**src/rtl/arb_req_queue.sv**
```systemverilog
// arb_req_queue: upstream request stage for the two-client grant arbiter.
// Each client has an independent channel that queues transactions, counts granted beats and flags overflow/starvation.
module arb_req_channel #(
    parameter int DEPTH   = 4,
    parameter int BURST   = 4,
    parameter int TIMEOUT = 15
) (
    input  logic       clock,
    input  logic       reset,
    input  logic       push,
    input  logic       gnt,
    output logic       req,
    output logic [3:0] cnt,
    output logic       full,
    output logic       busy,
    output logic       done,
    output logic       ovf,
    output logic       starve
);
    typedef enum logic [1:0] {IDLE, REQ, XFER, GAP} state_t;

    localparam logic [3:0] DEPTH_C   = 4'(DEPTH);
    localparam logic [3:0] BURST_C   = 4'(BURST);
    localparam logic [7:0] TIMEOUT_C = 8'(TIMEOUT);

    state_t     state, state_next;
    logic [3:0] beat, beat_next, cnt_next;
    logic [7:0] wait_cnt, wait_next;
    logic       granted, complete, inc;

    assign req  = (state == REQ) || (state == XFER);
    assign busy = (state == XFER);
    assign full = (cnt == DEPTH_C);

    // Grants outside REQ/XFER are ignored; a push at full is accepted only when a completion frees a slot.
    always_comb begin
        granted  = ((state == REQ) || (state == XFER)) && gnt;
        complete = granted && ((beat + 4'd1) == BURST_C);
        inc      = push && (!full || complete);
        cnt_next = cnt + {3'd0, inc} - {3'd0, complete};

        state_next = state;
        unique case (state)
            IDLE: if (cnt_next != 4'd0) state_next = REQ;
            REQ: begin
                if (complete)  state_next = GAP;
                else if (gnt)  state_next = XFER;
            end
            XFER: begin
                if (complete)  state_next = GAP;
                else if (!gnt) state_next = REQ;
            end
            GAP:     state_next = (cnt != 4'd0) ? REQ : IDLE;
            default: state_next = IDLE;
        endcase

        beat_next = beat;
        if (state_next == GAP)
            beat_next = 4'd0;
        else if (granted)
            beat_next = beat + 4'd1;

        // Wait counter only runs while requesting without a grant, and saturates.
        wait_next = wait_cnt;
        if ((state_next == XFER) || (state_next == GAP))
            wait_next = 8'd0;
        else if ((state == REQ) && !gnt && (wait_cnt != 8'hFF))
            wait_next = wait_cnt + 8'd1;
    end

    always_ff @(posedge clock or negedge reset) begin
        if (!reset) begin
            state    <= IDLE;
            beat     <= 4'd0;
            wait_cnt <= 8'd0;
            cnt      <= 4'd0;
            done     <= 1'b0;
            ovf      <= 1'b0;
            starve   <= 1'b0;
        end else begin
            state    <= state_next;
            beat     <= beat_next;
            wait_cnt <= wait_next;
            cnt      <= cnt_next;
            done     <= complete;
            if (push && full && !complete)
                ovf <= 1'b1;
            if (wait_next == TIMEOUT_C)
                starve <= 1'b1;
        end
    end
endmodule

module arb_req_queue #(
    parameter int DEPTH   = 4,
    parameter int BURST   = 4,
    parameter int TIMEOUT = 15
) (
    input  logic       clock,
    input  logic       reset,
    input  logic       push_0,
    input  logic       push_1,
    input  logic       gnt_0,
    input  logic       gnt_1,
    output logic       req_0,
    output logic       req_1,
    output logic [3:0] cnt_0,
    output logic [3:0] cnt_1,
    output logic       full_0,
    output logic       full_1,
    output logic       busy_0,
    output logic       busy_1,
    output logic       done_0,
    output logic       done_1,
    output logic       ovf_0,
    output logic       ovf_1,
    output logic       starve_0,
    output logic       starve_1
);
    arb_req_channel #(.DEPTH(DEPTH), .BURST(BURST), .TIMEOUT(TIMEOUT)) u_ch0 (
        .clock  (clock),
        .reset  (reset),
        .push   (push_0),
        .gnt    (gnt_0),
        .req    (req_0),
        .cnt    (cnt_0),
        .full   (full_0),
        .busy   (busy_0),
        .done   (done_0),
        .ovf    (ovf_0),
        .starve (starve_0)
    );

    arb_req_channel #(.DEPTH(DEPTH), .BURST(BURST), .TIMEOUT(TIMEOUT)) u_ch1 (
        .clock  (clock),
        .reset  (reset),
        .push   (push_1),
        .gnt    (gnt_1),
        .req    (req_1),
        .cnt    (cnt_1),
        .full   (full_1),
        .busy   (busy_1),
        .done   (done_1),
        .ovf    (ovf_1),
        .starve (starve_1)
    );
endmodule

```
**config.mk**
```make
export PLATFORM = sky130hd
export DESIGN_NAME = arb_req_queue
export DESIGN_NICKNAME = d
export VERILOG_FILES = /design/src/rtl/arb_req_queue.sv
export SDC_FILE = /design/constraint.sdc
export NUM_CORES = 1
export LEC_CHECK = 0
export CORE_UTILIZATION = 49
export DETAILED_ROUTE_END_ITERATION = 10
export GPL_ROUTABILITY_DRIVEN = 0
export PLACE_DENSITY = 0.7
export SLEW_MARGIN = 20
export SYNTH_ARGS = -nofsm -noshare
export SYNTH_HDL_FRONTEND = slang
export SYNTH_HIERARCHICAL = 1
export SYNTH_SLANG_ARGS = --single-unit
export TNS_END_PERCENT = 50
```
**constraint.sdc**
```tcl
create_clock -name clock -period 7.23 [get_ports clock]
set_clock_uncertainty 0.2 [all_clocks]
set_input_delay 2.169 -clock clock [delete_from_list [all_inputs] [get_ports clock]]
set_output_delay 2.169 -clock clock [all_outputs]
set_load 0.02 [all_outputs]
```
==> key figures, run 1 <==
Worst hold path
  • WHS Path Cells: 2
  • Worst hold start: u_ch0/starve
  • Hold Crit Class: flip-flop to flip-flop
  • Worst-case hold path end point: u_ch0/starve

STA
  • Final Hold Fails: 0
  • Slew margin rel.: 52.2%
  • RSZ-0062 raised after global routing: false
  • Max frequency: around 180 MHz
  • Slew of the pin with the lowest slew margin: 715 ps
  • Final critical-path required period: 5590 ps
  • Crit share post-route: ~77%
  • Final setup vio count: 0
  • Setup tns final: 0 ps
  • Slew Viols, Final: 0

Power and ir drop
  • Clock share of power: 14.4%
  • P_int: 0.744 mW
  • Sequential power share: 28.6%
  • Power per cell area: 418 mW/mm^2
  • Max rail drop VDD: about 180 uV
  • Gate power share: 57.0%
  • Net switching power: roughly 0.58 mW
  • Sw Share: 43.6%
  • Leakage: between 1 and 1.5 nW

Floorplanning
  • # IOs: 26
  • Die Y: 76.6 um
  • # rows: 26
  • Initial core utilization: approximately 52%
  • Die X: 76.6 um
  • Core box area: 0.00524 mm^2
  • Die area: 0.00587 mm^2

Synth
  • EDFF count, synth: 0
  • Yosys Warn Count: 6
  • Seq/Total Area, Yosys: between 30% and 40%
  • Synth cell types: 60
  • Syn Inst Count: 275
  • Flops & latches, synth: 42
  • Mapped cell area: 0.00273 mm^2
  • Main synth FF type: dfrtp_1
  • Asr flop ratio synth: 100%
  • Syn Nets: 307
  • Mean post-synth cell area: slightly below 10 um^2

Place
  • PortBufs: 25
  • Dpl cells: around 370
  • Placed wire-length estimate: 3.80 mm
  • Dpl cell area: 0.00302 mm^2

Finish
  • Area Overhead vs Synth: 15.6%
  • Filler cell count: 449
  • Ant. Diodes: 0
  • Post-Layout Inst Area: 0.00315 mm^2
  • Nets: 335
  • Fraction of layout cells with a size suffix above 1: 10.9%
  • Final cell count without fillers: 373

Detailed routing
  • Drt pass-1 iters: 4
  • WL per Instance: 13.8 um
  • Remaining DRCs: 0
  • Detailed Route WL: 5.13 mm
  • Vias per inst: between 5 and 6
  • Vias: between 2000 and 2500
  • Antenna-violating nets left: 0
  • Initial DRC Count: 77

Clock tree
  • Clk_lat worst skew: 280 ps
  • CTS sink cnt: 42
  • Cts repair resizes: 0
  • Number of clock buffers inserted by TritonCTS: 5
  • Root buffer cell: clkbuf_8
  • Clock Pin Slew Worst Setup and Hold Paths: 80 ps
  • Longest Clk Path Bufs: 2
  • H-tree lvl count: 2
  • Hold_buf cts: 0
  • # Post-CTS Setup Buffers: 0
  • CTS tree: yes

Worst setup path
  • CP startpoint kind: primary input
  • FF-to-FF path depth: 13
  • R2R Path Start: u_ch0/beat[0]
  • CP Max Fanout: 14
  • Critical path type: primary input to flip-flop
  • Worst Setup End Kind: flip-flop
  • Reg2reg setup slack: 3150 ps
  • Worst Path Required: 7170 ps
  • Crit path DAT: 5530 ps
  • Crit Reg-Reg Endpoint: u_ch0/starve

Global routing
  • First-pass GRT wire length: around 9 mm
  • Pin count of the biggest net entering global routing: 43
  • Initial antenna violation count: 0
  • GRT Util Overall: 19.1%
  • GRT overflow: 0
  • Vias in the first global route: 2017

Outcome
  • Status: complete, no violations

Run
  • Number of max-cap violations: 0
## cells in the final DEF (no fill, tap or decap), types with 6 or more instances in the layout
cell type	count
dfrtp_1	42
inv_1	29
clkdlybuf4s50_1	24
ha_1	24
nor2_1	23
nand2_1	16
a21oi_1	13
nand3_1	12
xor2_1	10
xnor2_1	8
clkbuf_8	6
nor3_1	6
## power by group through the flow
stage | logic, mW | clock network (mW) | registers (mW)
6_report | 0.752 | 0.190 | 0.378
3_5_place_dp | 0.750 | 0 | 0.383
5_1_grt | 0.832 | 0.204 | 0.393
3_3_place_gp | 0.734 | 0 | 0.380
2_1_floorplan | 0.530 | 0 | 0.403
4_1_cts | 0.754 | 0.197 | 0.378
## worst max-delay path, stage by stage
cell and delay (ps):
clkdlybuf4s50_1 550, and2_1 240, o2111ai_1 220, or2_1 300, o21ai_0 90, ha_1 190, inv_1 50, fa_1 370
xor2_1 220, nand3b_1 120, o41a_1 340, a21oi_2 490, o41ai_1 180
## through the flow
step	hold WS [ps]	utilization [%]	total power, mW	setup slack [ps]
2_1_floorplan	324	-	0.933	2400
3_3_place_gp	246	57.7	1.11	1470
3_5_place_dp	255	57.7	1.13	1370
4_1_cts	275	59.8	1.33	1650
5_1_grt	309	60.2	1.43	1320
6_report	272	60.2	1.32	1640
## per-layer routing
metal  vias to the layer above  track usage [%]  part of all wire (%)
li1                       1035                -                     -
met1                       997             25.2                    49
met2                        27             33.1                    48
met3                         2             2.63                   2.0
met4                         0             4.62                  0.49
met5                         -                0                     0
## sequential cells by signal, indices dropped and copies added, names as in the netlist, 2 cells and up
name and flops:
u_ch1/state 2, u_ch0/beat 4, u_ch1/wait_cnt 8, u_ch0/wait_cnt 8, u_ch1/beat 4, u_ch1/cnt 4, u_ch0/cnt 4, u_ch0/state 2
## kinds of logic (layout without fill, tap and decap cells)
family                     Yosys count  in the layout  synth area share [%]
AOI/OAI and AO/OA                   53             53                  16.3
xor gates and xnor gates            18             18                  5.78
adders and majority gates           26             26                  12.5
buffers and inverters               34             62                  5.46
DFF                                 42             42                  38.5
muxes                                6              6                  2.25
and+or+nand+nor                     96             96                  19.3
## cells in the mapped netlist, drive strengths merged (3+ instances only)
library cell	count	area (um^2)
a211oi	4	40.0
a21oi	18	109
and3	3	28.8
and4	4	35.0
buf	5	40.0
dfrtp	42	1050
ha	24	300
inv	29	109
mux2i	5	50.1
nand2	16	60.1
nand3	12	60.1
nand3b	3	22.5
nand4	3	18.8
nor2	23	86.3
nor2b	3	18.8
nor3	6	30.0
nor3b	3	22.5
nor4	5	31.3
o2111ai	3	26.3
o21ai	7	38.8
or2	5	33.8
xnor2	8	70.1
xor2	10	87.6
## worst max-delay path by stage
stage | start | end
3_3_place_gp | gnt_0 | u_ch0/starve
4_1_cts | gnt_1 | u_ch1/starve
2_1_floorplan | gnt_1 | u_ch1/beat[1]
5_1_grt | gnt_1 | u_ch1/starve
6_report | gnt_0 | u_ch0/starve
3_5_place_dp | gnt_0 | u_ch0/starve
## cell type report
cell class	instances	area, um^2	area share (%)
clock buffer	6	82.6	2.62
inverter	29	109	3.45
clock inverter	1	30.0	0.952
sequential	42	1050	33.3
tap	70	87.6	2.78
multi-input combinational	199	1530	48.5
timing repair buffer	26	265	8.41
Note: power is estimated with default switching activity, not from simulation.
==> run 2: changes to the inputs <==
Clock period 7.23 ns to 5.3 ns, I/O delays scaled along.
==> key figures, run 2 (synthesized netlist as in run 1, its figures left out) <==
Outcome
  • Status: complete, no violations

Clock tree
  • Clock Pin Slew Worst Setup and Hold Paths: 80 ps (about the same)
  • CTS tree: yes
  • Clk_lat worst skew: 300 ps (+20 ps)
  • Number of clock buffers inserted by TritonCTS: 5 (unchanged)
  • Longest Clk Path Bufs: 2 (unchanged)
  • CTS sink cnt: 42 (unchanged)
  • Root buffer cell: clkbuf_8
  • H-tree lvl count: 2 (unchanged)
  • # Post-CTS Setup Buffers: 0 (unchanged)
  • Hold_buf cts: 0 (unchanged)
  • Cts repair resizes: 0 (unchanged)

Place
  • PortBufs: 25 (unchanged)
  • Placed wire-length estimate: 3.74 mm (-1.7%)
  • Worst slack at placement: 104 ps (-1270 ps)

Finish
  • Nets: 337 (+0.60%)
  • Largest registers: u_ch0/wait_cnt x8, u_ch1/wait_cnt x8
  • Area Overhead vs Synth: 15.5% (about the same)
  • Commonest non-fill, non-tap cell in the layout: dfrtp_1
  • Fin util: 60.2% (about the same)
  • Filler cell count: 481 (+7.1%)
  • Ant. Diodes: 0 (unchanged)
  • Fraction of layout cells with a size suffix above 1: 11.8% (+0.87 points)
  • Commonest non-fill, non-tap cells in the layout: dfrtp_1 (42), inv_1 (29), clkdlybuf4s50_1 (24), ha_1 (24), nor2_1 (23)

STA
  • RSZ-0062 raised after global routing: false
  • PnR worst setup slack: 351 ps (-1290 ps)
  • Final setup vio count: 0 (unchanged)
  • Setup tns final: 0 ps (unchanged)
  • Crit share post-route: between 90% and 100%
  • Max frequency: just over 200 MHz
  • Slew of the pin with the lowest slew margin: 619 ps (-96.1 ps)
  • Hold WS: 269 ps (-2.70 ps)
  • Final critical-path required period: 4950 ps
  • Slew Viols, Final: 0 (unchanged)
  • Final Hold Fails: 0 (unchanged)
  • Slew margin rel.: 58.7% (+6.4 points)

Global routing
  • GRT overflow: 0 (unchanged)
  • Initial antenna violation count: 0 (unchanged)
  • GRT Util Overall: 19.7% (+0.58 points)
  • Vias in the first global route: 2088 (+3.5%)
  • Pin count of the biggest net entering global routing: 43 (unchanged)
  • First-pass GRT wire length: 9.27 mm (+1.4%)

Worst setup path
  • FF-to-FF path depth: 14 (+1)
  • Crit path DAT: 4920 ps (-610 ps)
  • Critical path startpoint: gnt_1
  • Crit Reg-Reg Endpoint: u_ch1/starve
  • Worst Path Required: 5270 ps (-1900 ps)
  • CP startpoint kind: primary input
  • Reg2reg setup slack: 1250 ps (-1900 ps)
  • Worst Setup End Kind: flip-flop
  • Critical path type: primary input to flip-flop
  • CP Max Fanout: 14 (unchanged)
  • R2R Path Start: u_ch1/beat[0]

Detailed routing
  • Drt pass-1 iters: 4 (unchanged)
  • Initial DRC Count: 87 (+13%)
  • Vias per inst: 5.43 (-1.7%)
  • Vias: 2042 (-0.92%)
  • Remaining DRCs: 0 (unchanged)
  • WL per Instance: 13.7 um (-0.33%)
  • Antenna-violating nets left: 0 (unchanged)
  • Detailed Route WL: 5.16 mm (+0.47%)

Floorplanning
  • Die X: 76.6 um (unchanged)
  • Die area: 0.00587 mm^2 (unchanged)
  • # rows: 26 (unchanged)
  • Die Y: 76.6 um (unchanged)
  • Initial core utilization: 52.1% (unchanged)
  • Core box area: 0.00524 mm^2 (unchanged)
  • # IOs: 26 (unchanged)

Power and ir drop
  • Overall power: 1.77 mW (+34%)
  • Leakage: 1.39 nW (about the same)
  • Power per cell area: 562 mW/mm^2 (+34%)
  • Max rail drop VDD: 285 uV (+56%)

Worst hold path
  • Worst-case hold path end point: u_ch0/ovf
  • Hold Crit Class: flip-flop to flip-flop
  • WHS Path Cells: 1 (-1)
  • Worst hold start: u_ch0/ovf

Run
  • Number of max-cap violations: 0 (unchanged)
## run 2: cell count changes in the layout (fill, tap and decap cells not counted)
cell        change
clkinv_2        +1
clkinvlp_4      +1
buf_4           +2
bufinv_16       -1
## run 2: worst max-delay path: stages
cell and delay [ps]:
clkdlybuf4s50_1 570, and2_1 180, nand3_1 150, or2_2 330, o21ai_0 100, ha_1 210
inv_1 60, fa_1 370, xor2_1 320, nand4b_1 140, o31ai_1 280, a21boi_4 480
o41ai_2 140
## run 2: cell type report
| type | instances | area, um^2 | area share [%] |
|---|---|---|---|
| Clock buffer | 6 | 82.6 | 2.62 |
| Clock inverter | 2 | 12.5 | 0.397 |
| Inverter | 29 | 109 | 3.45 |
| Multi-Input combinational cell | 199 | 1530 | 48.5 |
| Sequential cell | 42 | 1050 | 33.3 |
| Tap cell | 70 | 87.6 | 2.78 |
| Timing Repair Buffer | 28 | 280 | 8.89 |
## run 2: metal layers
metal  share of wire, %  track usage, %  vias up
li1                   -               -     1037
met1                 48            25.0      962
met2                 47            33.1       35
met3                3.1            4.19        8
met4                1.3            7.12        0
met5                  0               0        -
## run 2: worst max-delay path by stage
stage               cells after the start             to
floorplan                              14  u_ch1/beat[1]
global placement                       13   u_ch1/starve
detailed placement                     13   u_ch1/starve
CTS                                    13   u_ch1/starve
global route                           13   u_ch1/starve
finish                                 13   u_ch1/starve
## run 2: through the flow
step,area (um^2),instances
2_1_floorplan,2730,275
3_3_place_gp,3040,367
3_5_place_dp,3040,367
4_1_cts,3130,375
5_1_grt,3150,376
6_report,3150,376
## run 2: where the power goes
group | total, mW | internal, mW | switching [mW] | leakage (nW)
logic | 1.04 | 0.462 | 0.576 | 0.809
registers | 0.513 | 0.415 | 0.0984 | 0.535
clock network | 0.220 | 0.105 | 0.116 | 0.0472
total | 1.77 | 0.981 | 0.790 | 1.39
==> run 3: changes to the inputs <==
Settings changed: SKIP_CTS_REPAIR_TIMING set to 1.
==> results of run 3 <==
No change in the layout: final DEF, timing and power equal those of run 2.
